[src/rtl/perf_event_counter.sv]
// Cycle counter plus NUM_EVENTS event counters, read one channel per request.
// Build option: define PERF_SATURATE_EN to make counters saturate, not wrap.
module perf_event_counter #(
    parameter int NUM_EVENTS = 4,
    parameter int CNT_WIDTH  = 32,
    parameter int MAX_CYCLES = 64,
    parameter int SEL_W      = $clog2(NUM_EVENTS + 1)
) (
    input  logic                  clk_i,
    input  logic                  rst_i,
    input  logic                  start_i,
    input  logic                  clear_i,
    input  logic [NUM_EVENTS-1:0] event_i,
    input  logic                  rd_req_i,
    input  logic [SEL_W-1:0]      rd_sel_i,
    output logic                  rd_valid_o,
    output logic [CNT_WIDTH-1:0]  rd_data_o,
    output logic                  running_o,
    output logic                  done_o,
    output logic [NUM_EVENTS:0]   overflow_o
);

    localparam int NCNT = NUM_EVENTS + 1;
    localparam int CYC  = NUM_EVENTS;
    localparam logic [CNT_WIDTH-1:0] LAST_CYC =
        (MAX_CYCLES > 0) ? CNT_WIDTH'(MAX_CYCLES - 1) : '0;

    typedef enum logic [1:0] {
        S_IDLE,
        S_RUN,
        S_DONE
    } state_e;

    state_e                 state_q, state_d;
    logic [CNT_WIDTH-1:0]   cnt_q [NCNT];
    logic [CNT_WIDTH-1:0]   cnt_d [NCNT];
    logic [NUM_EVENTS:0]    ovf_q, ovf_d;
    logic                   rd_valid_q, rd_valid_d;
    logic [CNT_WIDTH-1:0]   rd_data_q, rd_data_d;
    logic                   running_q, running_d;
    logic                   done_q, done_d;
    logic [NUM_EVENTS:0]    hit;

    // The cycle counter is simply a channel whose event is always present.
    assign hit = {1'b1, event_i};

    // Window state machine and counter increments; clear overrides all.
    always_comb begin
        state_d = state_q;
        cnt_d   = cnt_q;
        ovf_d   = ovf_q;
        unique case (state_q)
            S_IDLE: begin
                if (start_i) begin
                    state_d = S_RUN;
                end
            end
            S_RUN: begin
                for (int k = 0; k < NCNT; k++) begin
                    if (hit[k]) begin
                        if (&cnt_q[k]) begin
                            ovf_d[k] = 1'b1;
`ifdef PERF_SATURATE_EN
                            cnt_d[k] = cnt_q[k];
`else
                            cnt_d[k] = '0;
`endif
                        end else begin
                            cnt_d[k] = cnt_q[k] + CNT_WIDTH'(1);
                        end
                    end
                end
                if (MAX_CYCLES != 0 && cnt_q[CYC] == LAST_CYC) begin
                    state_d = S_DONE;
                end
            end
            S_DONE: begin
                state_d = S_DONE;
            end
            default: begin
                state_d = S_IDLE;
            end
        endcase
        if (clear_i) begin
            state_d = S_IDLE;
            cnt_d   = '{default: '0};
            ovf_d   = '0;
        end
    end

    // Read port returns the pre-increment value; out-of-range selects read 0.
    always_comb begin
        rd_valid_d = rd_req_i;
        rd_data_d  = rd_data_q;
        if (rd_req_i) begin
            rd_data_d = '0;
            for (int k = 0; k < NCNT; k++) begin
                if (rd_sel_i == SEL_W'(k)) begin
                    rd_data_d = cnt_q[k];
                end
            end
        end
    end

    // Status outputs follow the next state so they flip with the state flop.
    always_comb begin
        running_d = (state_d == S_RUN);
        done_d    = (state_d == S_DONE);
    end

    // All state and registered outputs, synchronous active-low reset.
    always_ff @(posedge clk_i) begin
        if (!rst_i) begin
            state_q    <= S_IDLE;
            cnt_q      <= '{default: '0};
            ovf_q      <= '0;
            rd_valid_q <= 1'b0;
            rd_data_q  <= '0;
            running_q  <= 1'b0;
            done_q     <= 1'b0;
        end else begin
            state_q    <= state_d;
            cnt_q      <= cnt_d;
            ovf_q      <= ovf_d;
            rd_valid_q <= rd_valid_d;
            rd_data_q  <= rd_data_d;
            running_q  <= running_d;
            done_q     <= done_d;
        end
    end

    assign rd_valid_o = rd_valid_q;
    assign rd_data_o  = rd_data_q;
    assign running_o  = running_q;
    assign done_o     = done_q;
    assign overflow_o = ovf_q;

endmodule

[config.mk]
export PLATFORM = sky130hd
export DESIGN_NAME = perf_event_counter
export DESIGN_NICKNAME = d
export VERILOG_FILES = /design/src/rtl/perf_event_counter.sv
export SDC_FILE = /design/constraint.sdc
export NUM_CORES = 1
export LEC_CHECK = 0
export ABC_AREA = 1
export CAP_MARGIN = 20
export CELL_PAD_IN_SITES_DETAIL_PLACEMENT = 1
export CELL_PAD_IN_SITES_GLOBAL_PLACEMENT = 1
export CORE_MARGIN = 1
export CORE_UTILIZATION = 41
export DETAILED_ROUTE_END_ITERATION = 16
export DONT_BUFFER_PORTS = 1
export PLACE_DENSITY = 0.85
export REMOVE_ABC_BUFFERS = 1
export SYNTH_ARGS = -nofsm -noshare
export SYNTH_HDL_FRONTEND = slang
export SYNTH_SLANG_ARGS = --single-unit
[constraint.sdc]
create_clock -name clk_i -period 1.7 [get_ports clk_i]
set_input_delay 0 -clock clk_i [delete_from_list [all_inputs] [get_ports clk_i]]
set_output_delay 0 -clock clk_i [all_outputs]
set_load 0.05 [all_outputs]
Word level (Yosys, flattened, before mapping)
Cells that the tools add are included. Widths: inputs -> output; s select.

Bitwise gates (word level): 1. Reduce and logical (&&, ||, !) cells: 17. Mux-type cells: 14. Equal/unequal tests: 9. $add $sub $neg: 5.

Operators with widths (count): $mux 32 (10); $add 32x1->32 const B (5); $reduce_and 32->1 (5); $reduce_and 34->1 (4); $reduce_and 33->1 (1); $eq 32x6->1 const B (1); $reduce_and 2->1 (4); $eq 3x2->1 const B (2); $mux 2 (3); $pmux 2 s3 (1); $eq 2x1->1 const B (2); $eq 2x2->1 const B (2); $eq 3x1->1 const B (1); $eq 3x3->1 const B (1); $logic_not 3->1 (1); $logic_not 2->1 (1); $reduce_or 2->1 (1); $not 1->1 (1).

Flip-flop bits (word level): 202. Logic and storage cells: 61. Output and inout port bits: 40.

Logic depth before layout (Yosys ltp)
Word-level depth: 6. Gate-level depth with buffers: 11. Gate-level depth less buffers: 10.

Worst setup path before layout
Ideal clock, no wire load.

Path type: register to register. Start point: reg cnt_q[0] (netlist bit). End point: reg cnt_q[11] (netlist bit). Library setup time: 0.116 ns. Data required time: 1.584 ns. Period minus slack after synthesis: 1.709 ns. Stages on the path, launching flop included: 10. Arrival time: 1.593 ns. Path slack: -0.009 ns. Path through: dfxtp_1 -> ha_1 -> nand2_1 -> nor2_1 -> nand4_1 -> nor2_2 -> nand2_1 -> nand2_1 -> buf_4 -> nor2_1.

Cells in the longest elaborated chain, start to end: 2. Elaborated cells between the ends (all ways): 3. Those cells by class: add/sub: 1; mux: 1; reduce/logical: 1.

RTL lines: from (decl) (RTL line 35) `logic [CNT_WIDTH-1:0] cnt_q [NCNT];`; from (signal assigned) (RTL line 123) `cnt_q <= cnt_d;`; $add 32x1->32 or $reduce_and 32->1 (tied branches) (RTL line 69, 61); $mux 32 * (RTL line 61) `if (&cnt_q[k]) begin`.

Every way passes the cells marked *; elsewhere a longest branch is shown, timed or not. A chain may end at the register's enable or synchronous reset.

Worst setup path in the final report
Start point: reg cnt_q[10] (netlist bit). End point: reg cnt_q[20] (netlist bit).

The elaborated chain is that of the path after synthesis.

==> reports/results.md <==
| Parameter | Reported | Unit |
|---|---|---|
| Status | finished with violations | - |
| Violations in the final reports | negative setup slack | - |
| Root buffer cell | sky130_fd_sc_hd__clkbuf_16 | - |
| Crit path capture type | register | - |
| H-tree depth reported by CTS | 1 | - |
| Share of the yosys chip area belonging to registers | 34.6 | % |
| Share of cells above drive strength 1 | 19.9 | % |
| Max incr delay on CP | 0.47 | ns |
| IO Count | 52 | - |
| Final core area utilization | 54.8 | % |
| Number of inserted filler cells in the final layout | 3,760 | - |
| Multi-input gate area | 7190 | sq um |
| Hold worst-path end | rd_data_o[12] | - |
| Relative contribution of combinational cells to total power | 5.7 | % |
| Design internal power | 0.00833 | W |
| Worst reg2reg setup slack | -0.12 | ns |
| Logic depth of the worst register-to-register path | 7 | - |
| Clock share of power | 51.2 | % |
| Overall die area | 29,200 | sq um |
| Placeable core region | 27,900 | sq um |
| Clk pin slew, worst setup/hold paths | 0.07 | ns |
| Number of global-route vias before repair | 14,700 | - |
| CTS tree | yes | - |
| Cell count after synthesis | 1,914 | - |
| Power density over the cells | 723 | nW/um^2 |
| Kind of start point of the critical path | register | - |
| Headroom to the max-slew limit | 30.2 | % |
| Worst Clk Skew | 0.0233 | ns |
| Number of antenna diodes | 0 | - |
| Synthesis Warnings | 0 | - |
| Num CTS Buffers | 25 | - |
| Buffers & Inverters on Critical Path | 2 | - |
| Total power consumption of the routed design | 0.0111 | W |
| Initial Utilization | 41.8 | % |
| Final ANT Viol Nets | 0 | - |
| Deepest clock path buffer count | 3 | - |
| Average via count per standard cell | 5.88 | - |
| Worst R2R End | cnt_q[20] | - |
| Area added between synthesis and finish | 31.0 | % |
| Commonest cells after routing, fill and taps aside | 509 x sky130_fd_sc_hd__nand2_1, 304 x sky130_fd_sc_hd__nor2_1, 221 x sky130_fd_sc_hd__buf_4 | - |
| Switching power of the nets | 0.00275 | W |
| Placer congestion estimate | 0.992 | - |
| Critical path's top delay family | simple AND/OR/NAND/NOR gates | - |
| 1st-pass router iterations | 5 | - |
| Slowest cell on the critical path | sky130_fd_sc_hd__dfxtp_1 | - |
| Worst VDD drop | 703 | uV |
| Worst min-delay path category | primary input to register | - |
| Total wirelength of the detailed-routed design | 56.0 | mm |
| Count of final hold-check violations | 0 | - |
| Post-route minimum period | 1.82 | ns |
| Seq. cell area | 4090 | sq um |
| Total Negative Setup Slacks | -1.20 | ns |
| Crit path required time | 2.14 | ns |
| DPL Wire Length | 39.5 | mm |
| Vias after detailed routing | 14,900 | - |
| Fraction of power consumed by sequential logic | 43.1 | % |
| Hold Path Cell Cnt | 4 | - |
| Slew at the pin closest to its max-slew limit | 1.05 | ns |
| First-pass GRT wire length | 80.6 | mm |
| Total number of nets in the final design | 2,156 | - |
| Unique cell type count in the Yosys netlist | 37 | - |
| Final cycle utilization of the critical path | 107 | % |
| RSZ-0062 raised after global routing | yes | - |
| Number of maximum-capacitance constraint violations | 0 | - |
| Arrival time at the worst endpoint | 2.26 | ns |
| Crit Reg-Reg Startpoint | cnt_q[10] | - |
| TritonCTS Sinks | 202 | - |
| Later-pin clock latency in the skew report | 0.56 | ns |
| #FFs+latches synth | 202 | - |
| Mean post-synth cell area | 6.11 | sq um |
| Switching share of total power | 24.8 | % |
| Residual DRC | 0 | - |
| Cells along the critical path | nand2_1, buf_4, inv_1, nand4_1, nor2_1, xor2_1, nor2_1 | - |
| # rows | 61 | - |
| Slack of the critical path | -0.122 | ns |
| Wire per inst | 22.1 | microns |
| # setup viols final | 36 | - |
| Vertical die dimension | 171 | microns |
| Die Span X | 171 | microns |
| Highest attainable clock frequency | 549 | MHz |
| Total global routing track utilization | 35.7 | % |
| Min-Delay Startpoint | rd_sel_i[2] | - |
| Largest fanout on the critical path | 4 | - |
| Antenna violations before repair | 0 | - |
| Count of port buffers added during placement | 0 | - |
| Critical path start-end classification | register to register | - |
| Post-synthesis instance area | 11,700 | sq um |
| Leading cell type in the layout, fill and taps excluded | sky130_fd_sc_hd__nand2_1 | - |
| Leakage component of the power | 5.57 | nW |
| Maximum number of pins on one net before global-route repair | 51 | - |
| Global-route congestion overflow total | 0 | - |
| DRC violation total after the first TritonRoute iteration | 1,438 | - |
| Final number of max-transition violations | 0 | - |
| Dominant cell type by count on the critical path | sky130_fd_sc_hd__nor2_1 | - |
[layer usage]
layer	wire length, microns	track usage, %	share of wire (%)
met4	3060	18.2	5.5
met2	25800	58.2	46
met1	22200	44.5	40
met5	0	0	0
met3	4980	7.47	8.9
[flip-flops by register name (all words and copies together) (netlist names)]
signal      flops
rd_valid_o      1
done_o          1
cnt_q         160
rd_data_o      32
state_q         2
running_o       1
overflow_o      5
[cells in the mapped netlist (all sizes together)]
cell,count,area (sq um)
nand2,532,2010
nor2,361,1400
dfxtp,202,4040
inv,194,728
nand3,173,878
a21oi,110,551
o21ai,72,360
nor3,47,240
clkbuf,43,161
nand4,41,257
xor2,30,263
o21bai,19,143
o22ai,18,113
o211ai,11,82.6
nor3b,10,75.1
nand3b,8,60.1
xnor2,8,70.1
buf,7,38.8
a21o,6,45.0
ha,5,62.6
nor4,5,31.3
and3,4,25.0
a211oi,2,15.0
a31oi,2,12.5
clkinv,2,7.51
o211a,1,10.0
o31ai,1,7.51
[metrics by stage]
step           area (sq um)  hold WS, ns  instances  worst slack (ns)
3_5_place_dp          13700        0.109       2463            -0.181
4_1_cts               14800      0.00308       2529           0.00756
5_1_grt               15300       0.0405       2535            -0.165
6_report              15300       0.0171       2535            -0.122
2_1_floorplan         11500       0.0935       1864            -0.927
3_3_place_gp          13700       0.0980       2463           -0.0891
[worst register-to-register path, delay by kind of cell, from the launching register on]
kind | cells | cell delay [ns]
and+or+nand+nor | 4 | 0.73
DFF | 1 | 0.47
xor gates and xnor gates | 1 | 0.21
buffers and inverters | 2 | 0.30
[what timing repair did]
item	4_1_cts	5_1_grt
setup buffers	3	7
endpoints found under the setup margin	48	156
endpoints found under the hold margin	86	0
resized for setup	21	160
hold buffers	18	0
pin swaps	3	21
[power by group through the flow]
| stage | logic, W | registers, W | clock network, W |
|---|---|---|---|
| 2_1_floorplan | 0.000216 | 0.00493 | 0 |
| 5_1_grt | 0.000652 | 0.00477 | 0.00586 |
| 3_5_place_dp | 0.000523 | 0.00488 | 0 |
| 4_1_cts | 0.000580 | 0.00477 | 0.00562 |
| 6_report | 0.000631 | 0.00477 | 0.00568 |
| 3_3_place_gp | 0.000512 | 0.00488 | 0 |
[kinds of logic after synthesis]
group                    share of synthesized area [%]
AND/OR/NAND/NOR                                   42.6
buffers and inverters                             8.01
AO/OA/AOI/OAI                                     11.5
flip-flops                                        34.6
XOR/XNOR                                          2.85
adder cells (fa/ha/maj)                          0.535
[worst max path at each step]
stage / from / end / slack, ns / cells past startpoint
floorplan: rst_i / cnt_q[107] / -0.93 / 6
global placement: state_q[1] / cnt_q[23] / -0.09 / 9
detailed placement: state_q[1] / cnt_q[23] / -0.18 / 9
CTS: cnt_q[17] / cnt_q[31] / 0.008 / 10
global route: cnt_q[43] / cnt_q[54] / -0.16 / 9
finish: cnt_q[10] / cnt_q[20] / -0.12 / 7
[layout make-up]
type / count / share of cell area (%)
clock buffers: 39 / 4.75
clock inverters: 6 / 0.686
inverters: 196 / 4.85
multi-input cells: 1466 / 46.9
flip-flops and latches: 202 / 26.7
well taps: 378 / 3.09
repair buffers: 248 / 13.0
(Power assumes the default switching activity.)
